### config.mk
export PLATFORM = sky130hd
export DESIGN_NAME = instruction_fetch_unit_flat
export DESIGN_NICKNAME = d
export VERILOG_FILES = /design/src/rtl/instruction_fetch_unit_if.sv /design/src/rtl/instruction_fetch_unit.sv /design/src/flat_wrapper.sv
export SDC_FILE = /design/constraint.sdc
export NUM_CORES = 1
export LEC_CHECK = 0
export ABC_AREA = 0
export CAP_MARGIN = 20
export CORE_MARGIN = 5
export CORE_UTILIZATION = 44
export DETAILED_ROUTE_END_ITERATION = 8
export MAX_ROUTING_LAYER = met4
export PLACE_DENSITY = 0.86
export SETUP_SLACK_MARGIN = 0.5
export SYNTH_ARGS = -nofsm -noshare
export SYNTH_HDL_FRONTEND = slang
export SYNTH_SLANG_ARGS = --single-unit
### constraint.sdc
create_clock -name clock -period 2.14 [get_ports clock]
set_input_delay 0.428 -clock clock [delete_from_list [all_inputs] [get_ports clock]]
set_output_delay 0.428 -clock clock [all_outputs]
set_load 0.01 [all_outputs]
### src/rtl/instruction_fetch_unit_if.sv
// Fetch unit boundary: instruction-memory request/response channel, decoder-facing
// instruction hold register, and the execute-stage redirect input.
interface instruction_fetch_unit_if;
  // A request transfers on a rising edge where memory_request_valid and
  // memory_request_ready are both high. While valid is high and ready is low, the
  // request stays asserted, although a redirect may change its address. Responses
  // carry no ready: they are sampled whenever memory_response_valid is high.
  logic        memory_request_valid;
  logic        memory_request_ready;
  logic [31:0] memory_request_address;
  logic        memory_response_valid;
  logic [31:0] memory_response_data;
  logic [31:0] instruction_register;
  logic        instruction_valid;
  logic        instruction_accept;
  logic [31:0] program_counter;
  logic        redirect_enable;
  logic [31:0] redirect_address;

  modport master (
    output memory_request_valid,
    output memory_request_address,
    input  memory_request_ready,
    input  memory_response_valid,
    input  memory_response_data,
    output instruction_register,
    output instruction_valid,
    output program_counter,
    input  instruction_accept,
    input  redirect_enable,
    input  redirect_address
  );

  modport slave (
    input  memory_request_valid,
    input  memory_request_address,
    output memory_request_ready,
    output memory_response_valid,
    output memory_response_data,
    input  instruction_register,
    input  instruction_valid,
    input  program_counter,
    output instruction_accept,
    output redirect_enable,
    output redirect_address
  );
endinterface

### src/rtl/instruction_fetch_unit.sv
// Single-outstanding instruction fetch: REQUEST -> WAIT -> HOLD, with redirect
// handling that drops any fetch still in flight when the PC is replaced.
module instruction_fetch_unit #(
  parameter logic [31:0] RESET_VECTOR    = 32'h0000_0000,
  parameter logic [31:0] NOP_INSTRUCTION = 32'h0000_0013
) (
  input  logic                       clock,
  input  logic                       reset_n,
  instruction_fetch_unit_if.master   bus,
  output logic [1:0]                 debug_state_o
);

  localparam logic [1:0] S_REQUEST = 2'd0;
  localparam logic [1:0] S_WAIT    = 2'd1;
  localparam logic [1:0] S_HOLD    = 2'd2;

  logic [1:0]  state_q, state_d;
  logic [31:0] fetch_pc_q, fetch_pc_d;
  logic        discard_q, discard_d;
  logic [31:0] ir_q, ir_d;
  logic [31:0] pc_q, pc_d;
  logic        ivalid_q, ivalid_d;

  logic        req_valid;
  logic        handshake;
  logic [31:0] redirect_target;

  assign req_valid       = reset_n && (state_q == S_REQUEST);
  assign handshake       = req_valid && bus.memory_request_ready;
  assign redirect_target = {bus.redirect_address[31:2], 2'b00};

  assign bus.memory_request_valid   = req_valid;
  assign bus.memory_request_address = fetch_pc_q;
  assign bus.instruction_register   = ir_q;
  assign bus.instruction_valid      = ivalid_q;
  assign bus.program_counter        = pc_q;
  assign debug_state_o              = state_q;

  always_comb begin
    state_d    = state_q;
    fetch_pc_d = fetch_pc_q;
    discard_d  = discard_q;
    ir_d       = ir_q;
    pc_d       = pc_q;
    ivalid_d   = ivalid_q;

    case (state_q)
      S_REQUEST: begin
        if (bus.redirect_enable) begin
          fetch_pc_d = redirect_target;
          // The old-address request already went out; its response must be dropped.
          if (handshake) begin
            state_d   = S_WAIT;
            discard_d = 1'b1;
          end
        end else if (handshake) begin
          state_d   = S_WAIT;
          discard_d = 1'b0;
        end
      end

      S_WAIT: begin
        if (bus.redirect_enable) begin
          fetch_pc_d = redirect_target;
          if (bus.memory_response_valid) begin
            state_d   = S_REQUEST;
            discard_d = 1'b0;
          end else begin
            discard_d = 1'b1;
          end
        end else if (bus.memory_response_valid) begin
          if (discard_q) begin
            state_d   = S_REQUEST;
            discard_d = 1'b0;
          end else begin
            ir_d       = bus.memory_response_data;
            pc_d       = fetch_pc_q;
            fetch_pc_d = fetch_pc_q + 32'd4;
            ivalid_d   = 1'b1;
            state_d    = S_HOLD;
          end
        end
      end

      S_HOLD: begin
        // Redirect outranks a same-cycle accept; the held word is simply invalidated.
        if (bus.redirect_enable) begin
          fetch_pc_d = redirect_target;
          ivalid_d   = 1'b0;
          state_d    = S_REQUEST;
        end else if (bus.instruction_accept) begin
          ivalid_d = 1'b0;
          state_d  = S_REQUEST;
        end
      end

      default: begin
        state_d = S_REQUEST;
      end
    endcase
  end

  always_ff @(posedge clock) begin
    if (!reset_n) begin
      state_q    <= S_REQUEST;
      fetch_pc_q <= RESET_VECTOR;
      discard_q  <= 1'b0;
      ir_q       <= NOP_INSTRUCTION;
      pc_q       <= RESET_VECTOR;
      ivalid_q   <= 1'b0;
    end else begin
      state_q    <= state_d;
      fetch_pc_q <= fetch_pc_d;
      discard_q  <= discard_d;
      ir_q       <= ir_d;
      pc_q       <= pc_d;
      ivalid_q   <= ivalid_d;
    end
  end

endmodule
### src/flat_wrapper.sv
// flat-port wrapper written by rule: the top's interface ports become plain ports
module instruction_fetch_unit_flat 
#(
  parameter logic [31:0] RESET_VECTOR    = 32'h0000_0000,
  parameter logic [31:0] NOP_INSTRUCTION = 32'h0000_0013
)
  (clock, reset_n, debug_state_o, bus_memory_request_valid, bus_memory_request_address, bus_memory_request_ready, bus_memory_response_valid, bus_memory_response_data, bus_instruction_register, bus_instruction_valid, bus_program_counter, bus_instruction_accept, bus_redirect_enable, bus_redirect_address);
  instruction_fetch_unit_if bus_i ();
  input  logic clock;
  input  logic reset_n;
  output logic [1:0] debug_state_o;
  output wire logic [$bits(bus_i.memory_request_valid)-1:0] bus_memory_request_valid;
  output wire logic [$bits(bus_i.memory_request_address)-1:0] bus_memory_request_address;
  input wire logic [$bits(bus_i.memory_request_ready)-1:0] bus_memory_request_ready;
  input wire logic [$bits(bus_i.memory_response_valid)-1:0] bus_memory_response_valid;
  input wire logic [$bits(bus_i.memory_response_data)-1:0] bus_memory_response_data;
  output wire logic [$bits(bus_i.instruction_register)-1:0] bus_instruction_register;
  output wire logic [$bits(bus_i.instruction_valid)-1:0] bus_instruction_valid;
  output wire logic [$bits(bus_i.program_counter)-1:0] bus_program_counter;
  input wire logic [$bits(bus_i.instruction_accept)-1:0] bus_instruction_accept;
  input wire logic [$bits(bus_i.redirect_enable)-1:0] bus_redirect_enable;
  input wire logic [$bits(bus_i.redirect_address)-1:0] bus_redirect_address;
  assign bus_memory_request_valid = bus_i.memory_request_valid;
  assign bus_memory_request_address = bus_i.memory_request_address;
  assign bus_i.memory_request_ready = bus_memory_request_ready;
  assign bus_i.memory_response_valid = bus_memory_response_valid;
  assign bus_i.memory_response_data = bus_memory_response_data;
  assign bus_instruction_register = bus_i.instruction_register;
  assign bus_instruction_valid = bus_i.instruction_valid;
  assign bus_program_counter = bus_i.program_counter;
  assign bus_i.instruction_accept = bus_instruction_accept;
  assign bus_i.redirect_enable = bus_redirect_enable;
  assign bus_i.redirect_address = bus_redirect_address;
  instruction_fetch_unit #(.RESET_VECTOR(RESET_VECTOR), .NOP_INSTRUCTION(NOP_INSTRUCTION)) u_core (.clock(clock), .reset_n(reset_n), .bus(bus_i), .debug_state_o(debug_state_o));
endmodule
Word level (Yosys, flattened, before mapping):

Index checks and enable logic that the tools add are counted.

* latch bits: 0
* bits in writable memories: 0
* output and inout port bits: 100
* memories: 0
* bits in read-only memories: 0
* flip-flop bits (word level): 100
* word-level logic and storage cells: 57
* input port bits: 70

* shift operators: 0
* reduce and logical (&&, ||, !) cells: 12
* bitwise logic cells: 2
* div/mod/pow operators: 0
* eq/ne operators: 10
* add/sub/neg operators: 1
* $lt $le $gt $ge: 0
* muxes and demuxes: 26
* multipliers: 0

Operators with widths (number)
* 32-bit two-way mux: 4
* 32-bit one-hot mux with 2 select lines: 1
* 32-bit by 3-bit adder with 32-bit output, second input constant: 1
* 2-bit two-way mux: 7
* 1-bit two-way mux: 11
* 3-bit != test, second input constant: 3
* 4-bit AND reduction: 2
* 2-bit != test, second input constant: 3
* 2-bit one-hot mux with 3 select lines: 1
* 3-bit AND reduction: 2
* 2-bit nonzero test: 3
* 5-bit AND reduction: 1
* 2-bit by 1-bit != test with 1-bit output, second input constant: 2
* 1-bit one-hot mux with 2 select lines: 2
* 2-bit by 1-bit equality test with 1-bit output, second input constant: 1
* 2-bit equality test, second input constant: 1
* 1-bit logical AND: 2
* 2-bit zero test: 1
* 1-bit inverter: 2
* 2-bit OR reduction: 1

Longest topological paths before layout:

Gate-level depths: netlist of the first run.

* depth after elaboration: 6
* depth in mapped cells: 8
* depth with buffers taken out: 6

Least setup slack after synthesis of the first run:

OpenSTA, ideal clock, no wires.

* kind: reg2reg
* start: register u_core.fetch_pc_q[2], in the netlist u_core.bus.memory_request_address[2]
* end: register u_core.fetch_pc_q[26], in the netlist u_core.bus.memory_request_address[26]
* data required time: 2.073 ns
* period minus slack after synthesis: 1.980 ns
* arrival: 1.912 ns
* cell stages (with the launch flop): 7
* setup time: 0.067 ns
* path buffers: 0
* setup slack: 0.160 ns
* cell sequence: dfxtp_1 ha_1 nand4_2 nor4_4 nand3_1 mux2_4 a21oi_2

* word-level cells in the longest chain between the ends: 5

Ends and longest elaborated chain
* from (decl): RTL line instruction_fetch_unit.sv:18 `logic [31:0] fetch_pc_q, fetch_pc_d;`
* from (signal assigned): RTL line instruction_fetch_unit.sv:113 `fetch_pc_q <= fetch_pc_d;`
* 32-bit by 3-bit adder with 32-bit output: RTL line instruction_fetch_unit.sv:78 `fetch_pc_d = fetch_pc_q + 32'd4;`
* 32-bit two-way mux: RTL line instruction_fetch_unit.sv:72 `if (discard_q) begin`
* 32-bit two-way mux: RTL line instruction_fetch_unit.sv:71 `end else if (bus.memory_response_valid) begin`
* 32-bit two-way mux: RTL line instruction_fetch_unit.sv:63 `if (bus.redirect_enable) begin`
* 32-bit one-hot mux with 2 select lines: RTL line instruction_fetch_unit.sv:47 `case (state_q)`

No other way between the ends. The select of a mux whose other input is x is not followed.
A chain may end at the register's enable or synchronous reset.

Worst setup path in the final report of the first run:

* start: register u_core.fetch_pc_q[3], in the netlist u_core.bus.memory_request_address[3]
* end: register u_core.fetch_pc_q[29], in the netlist u_core.bus.memory_request_address[29]

Same word-level chain as after synthesis.

==> metrics.csv, run 1 <==
metric;value;unit
power.density;548;nW/um^2
synth_flop_cell;dfxtp_1;
seq_area_frac_synth;44.6;%
min_path_type;reg -> reg;
grt_max_degree;31;
antenna_cells;0;
cts_max_level;3;
final_util;70.8;%
cts_buffer_depth;2;
seq_area;1990;sq um
async_flop_share;0;%
fmax;0.521;GHz
cts_tree;yes;
post-route-drc-count;0;
cts_sinks;96;
power.share.clock;28.4;%
finalCritPeriodShare;89.7;%
wl_met2;7950;microns
max_cap_violations;0;
synth_cell_types;53;
p_switching;1090;uW
post-place-ws;-0.0666;ns
synth_top_area_share;44.6;%
top_layer;met4;
status;completed;
setup-violations-final;0;
comb_power_share;19.9;%
grt_overflow_total;0;
die_w;109;microns
ff2ff_setup_slack;0.22;ns
multi_input_area;2310;sq um
yosys-top-cells-count;nand2_1, dfxtp_1, a21oi_1, clkbuf_1, nor2_1;
rsz0062_at_grt;yes;
die_height;109;microns
dieArea;11900;sq um
netlist_instances;557;
crit_arrival;2.19;ns
drv_slew;0;
via_per_inst;5.87;
core;9680;sq um
crit_path_start_kind;flip-flop;
synth_area_per_cell;7.74;sq um
hold_viol;0;
period_needed;1.92;ns
setup_ws;0.220;ns
gp_congestion;0.880;
ir_worst_vdd;338;uV
antenna_found_initial;0;
finClkSkew;0.0158;ns
start_util;44.5;%
synthTopCellsByArea;dfxtp_1, nand2_1, a21oi_1;
ios;170;
finalNetCount;832;
rows;36;
num_vias;5270;
path_clk_slew;0.10;ns
synth_edf_count;0;
p_sw_share;29.1;%
hold_slack;0.454;ns
ys_ff_latch;96;
ant_nets;0;
cts-root-buf;clkbuf_8;
grt_usage;26.1;%
power_frac_seq;51.6;%
fillers;717;
yosysTopAreaCell;dfxtp_1;
p_leak;0.00298;uW
wl_met3;1740;microns
crit_required;2.41;ns
worstSetupPathType;reg -> reg;
grt_pass1_vias;4870;
routedWlPerCell;18.7;microns
cp-end-kind;flip-flop;
yosys_warnings;0;
dr.first_iter.drc_count;840;
cts-buffers-inserted;9;
final_layout_size_suffix_gt1_share;19.6;%
dp_hpwl;10600;microns
drt_first_pass_iters;8;
wl;16800;microns
wl_met1;6090;microns
io_buffers;163;
syn_to_final_growth;58.9;%
internal-power;2660;uW
syn_area;4310;sq um
synth_most_common_cell;nand2_1;
crit_fanout;6;
finalPower;3760;uW
grt_pass1_wl;23900;microns
clock_latency;0.38;ns
==> power by group through the flow <==
stage          logic, uW  registers (uW)  clock network [uW]
3_3_place_gp         651            1990                   0
2_1_floorplan        272            2000                   0
6_report             749            1940                1070
4_1_cts              701            1930                1070
5_1_grt              788            1950                1150
3_5_place_dp         671            1990                   0
==> worst max-delay path, stage by stage (launching register included) <==
cell and delay, ns:
dfxtp_4 0.39, nand4_1 0.21, nor4_4 0.42, buf_4 0.21, nand4_1 0.15, mux2i_1 0.16
nor3_1 0.27
==> timing repair <==
action | 4_1_cts | 5_1_grt
endpoints found under the setup margin | 186 | 34
hold buffers | 0 | 0
resized for setup | 139 | 16
gates cloned | 2 | 0
pin swaps | 14 | 14
setup buffers | 27 | 11
==> sequential cells by signal, indices dropped and copies added (netlist names) <==
name                               flops
u_core.bus.memory_request_address     30
u_core.debug_state_o                   2
u_core.bus.instruction_register       32
u_core.discard_q                       1
u_core.bus.instruction_valid           1
u_core.bus.program_counter            30
==> final cells by class <==
cell class	count	area share, %
flip-flops and latches	96	29.1
repair buffers	239	32.3
multi-input cells	413	33.7
well taps	133	2.43
clock inverters	4	0.438
inverters	2	0.146
clock buffers	11	1.92
==> per-stage QoR <==
stage	setup TNS, ns	instance area [sq um]	instances
CTS	0	6720	887
detailed placement	-0.196	6300	843
finish	0	6860	898
global route	0	6860	898
floorplan	0	4440	560
global placement	-0.00501	6300	843
==> path summary, 6_finish.rpt <==
kind | start | end | cells after the start
worst max register to register | u_core.bus.memory_request_address[3] | u_core.bus.memory_request_address[29] | 6
worst max-delay path | u_core.bus.memory_request_address[3] | u_core.bus.memory_request_address[29] | 6
worst min register to register | u_core.bus.program_counter[4] | u_core.bus.program_counter[4] | 2
worst min-delay path | u_core.bus.program_counter[4] | u_core.bus.program_counter[4] | 2
==> cell usage in the layout, fill, tap and decap left out, types with 4 or more instances in the layout <==
master	netlist	routed
a21oi_1	80	79
a31oi_1	4	4
a32oi_1	9	9
and3_1	8	6
buf_12	0	4
buf_4	6	62
buf_6	0	8
clkbuf_8	0	9
clkdlybuf4s50_1	0	65
conb_1	1	4
dfxtp_1	96	70
dfxtp_2	0	10
dfxtp_4	0	16
dlygate4sd2_1	0	96
mux2i_1	6	6
nand2_1	154	154
nand2b_1	5	5
nand3_1	20	15
nand3_2	1	6
nand4_1	12	12
nor2_1	25	24
nor3_1	7	6
o21ai_0	9	8
o22ai_1	7	7
o31a_1	6	6
or3_1	7	6
==> metal layers <==
metal / track usage (%) / vias to the layer above
li1: - / 2355
met1: 30.9 / 2400
met2: 42.8 / 389
met3: 4.26 / 126
met4: 13.4 / 0
met5: - / -
==> logic make-up (layout without fill, tap and decap cells) <==
group	after synthesis	count (layout)	synth area share, %
flip-flops	96	96	44.6
AO/OA/AOI/OAI	140	140	19.8
multiplexers	8	8	2.00
buffers and inverters	51	256	5.40
AND/OR/NAND/NOR	260	260	27.8
adder cells (fa/ha/maj)	1	1	0.290
other	1	4	0.0869
(Power assumes the default switching activity.)
==> inputs of run 2 (changes only) <==
--- a/config.mk
+++ b/config.mk
@@ -10,8 +10,9 @@
 export CORE_MARGIN = 5
 export CORE_UTILIZATION = 44
 export DETAILED_ROUTE_END_ITERATION = 8
+export HOLD_SLACK_MARGIN = 0.05
 export MAX_ROUTING_LAYER = met4
-export PLACE_DENSITY = 0.86
+export PLACE_DENSITY_LB_ADDON = 0.15
 export SETUP_SLACK_MARGIN = 0.5
 export SYNTH_ARGS = -nofsm -noshare
 export SYNTH_HDL_FRONTEND = slang
==> run 2 against run 1 <==
  * Clock power is 7% higher
  * Routed wire length is 13% lower
  * Sequential power hardly changed
  * Flip-flop and latch count stayed put
  * Via count is 7.0% lower
  * First-iteration DRC count is 60% lower
  * Final area is 1.9% higher
  * Worst setup slack better by 0.14 ns
  * Clock-buffer cell count is 2 lower
  * Critical path type unchanged
  * Worst hold slack worse by 0.067 ns
  * Maximum frequency is 8.1% higher
  * Sequential share of layout area is 0.48 points lower
==> metrics.csv, run 2 (synthesis gave the netlist of run 1 again) <==
metric;value;unit;change
grt_overflow_total;0;;unchanged
p_leak;0.00305;uW;+2.6%
design_area;6990;sq um;+1.9%
cp_top_family;simple AND/OR/NAND/NOR gates;;
crit_arrival;2.06;ns;-0.13 ns
cts_buffer_depth;2;;unchanged
grt_pass1_vias;4640;;-4.7%
grt_usage;24.1;%;-2.0 points
rows;36;;unchanged
antenna_cells;0;;unchanged
worstSetupPathType;reg -> reg;;
finalCritPeriodShare;83.0;%;-6.7 points
drt_first_pass_iters;5;;-3
ir_worst_vdd;373;uV;+10%
io_buffers;163;;unchanged
path_clk_slew;0.10;ns;about the same
placed_area;6280;sq um;-0.24%
die_height;109;microns;unchanged
ant_nets;0;;unchanged
ios;170;;unchanged
cts_sinks;96;;unchanged
crit_chain;buf_6 -> nand4_1 -> nor4_4 -> buf_4 -> nor4b_4 -> a21oi_1 -> o22ai_1;;
cts_max_level;3;;unchanged
final_common_cell;nand2_1;;
final_layout_size_suffix_gt1_share;21.9;%;+2.3 points
final_cell_mix;nand2_1, dlygate4sd2_1, a21oi_1;;
fillers;792;;+10%
cp-end-kind;flip-flop;;
seq_area;2000;sq um;+0.25%
syn_to_final_growth;62.0;%;
largest_reg_flops;32;;unchanged
cts-root-buf;clkbuf_8;;
dr.first_iter.drc_count;332;;-60%
antenna_found_initial;0;;unchanged
power.density;547;nW/um^2;about the same
cts-buffers-inserted;9;;unchanged
period_needed;1.78;ns;-0.144 ns
max_stage_delay;0.46;ns;+0.04 ns
finalNetCount;839;;+0.84%
wl;14700;microns;-13%
holdBufCountCts;0;;unchanged
max_cap_violations;0;;unchanged
grt_pass1_wl;22400;microns;-6.4%
crit_required;2.43;ns;+0.02 ns
die_w;109;microns;unchanged
path_buf_inv;2;;+1
crit_slowest_cell;nor4_4;;
min_path_type;in -> reg;;
dieArea;11900;sq um;unchanged
crit_fanout;4;;-2
hold_viol;0;;unchanged
start_util;44.5;%;unchanged
core;9680;sq um;unchanged
rsz0062_at_grt;yes;;
clock_latency;0.36;ns;-0.02 ns
routedWlPerCell;16.2;microns;-13%
setup-violations-final;0;;unchanged
crit_path_start_kind;flip-flop;;
setup_tns;0;ns;unchanged
cts_tree;yes;;
gp_congestion;0.851;;-3.3%
dp_hpwl;10100;microns;-4.8%
status;completed;;
num_vias;4902;;-7.0%
fmax;0.563;GHz;+8.1%
grt_max_degree;35;;+13%
drv_slew;0;;unchanged
post-route-drc-count;0;;unchanged
multi_input_area;2350;sq um;+1.6%
finClkSkew;0.00975;ns;-0.00605 ns
via_per_inst;5.41;;-7.8%
final_util;72.2;%;+1.4 points
-- run 2: final timing paths --
check,to,startpoint,slack (ns),depth (start not counted)
setup / recovery,u_core.bus.memory_request_address[21],u_core.bus.memory_request_address[3],0.36,7
hold / removal,u_core.debug_state_o[0],reset_n,0.39,3
setup reg to reg,u_core.bus.memory_request_address[21],u_core.bus.memory_request_address[3],0.36,7
hold reg to reg,u_core.bus.program_counter[30],u_core.bus.program_counter[30],0.45,2
-- run 2: repair_timing --
| item | CTS | global route |
|---|---|---|
| setup endpoints to repair | 186 | 55 |
| setup buffers | 21 | 27 |
| pin swaps | 12 | 20 |
| cloned | 0 | 1 |
| resized for setup | 141 | 37 |
-- run 2: power by group --
| part | switching (uW) | internal, uW |
|---|---|---|
| Sequential | 73.6 | 1860 |
| Clock | 695 | 450 |
| Combinational | 350 | 401 |
-- run 2: stage by stage --
stage,cells,power [uW],setup slack (ns),hold WS [ns]
2_1_floorplan,560,2270,0.427,0.481
3_3_place_gp,841,2640,-0.0727,0.441
3_5_place_dp,841,2660,-0.0853,0.446
4_1_cts,878,3770,0.341,0.457
5_1_grt,906,4000,0.301,0.390
6_report,906,3820,0.364,0.387
-- run 2: layout make-up --
cell class	instances	share of cell area, %
clock buffers	9	1.77
clock inverters	7	0.895
inverters	2	0.107
multi-input cells	413	33.6
flip-flops and latches	96	28.6
well taps	133	2.38
repair buffers	246	32.6
-- run 2: tightest hold or removal path, cell delays in order --
cell,delay [ns]
dlymetal6s2s_1,0.16
nand2b_4,0.08
a211oi_1,0.04
-- run 2: routing by layer --
metal	vias up	part of all wire, %	wire length [microns]	GRT usage (%)
met5	-	0	0	-
met4	0	1.7	246	8.57
met3	24	7.6	1110	4.68
met2	218	49	7190	38.7
met1	2293	42	6140	30.4
li1	2367	-	-	-
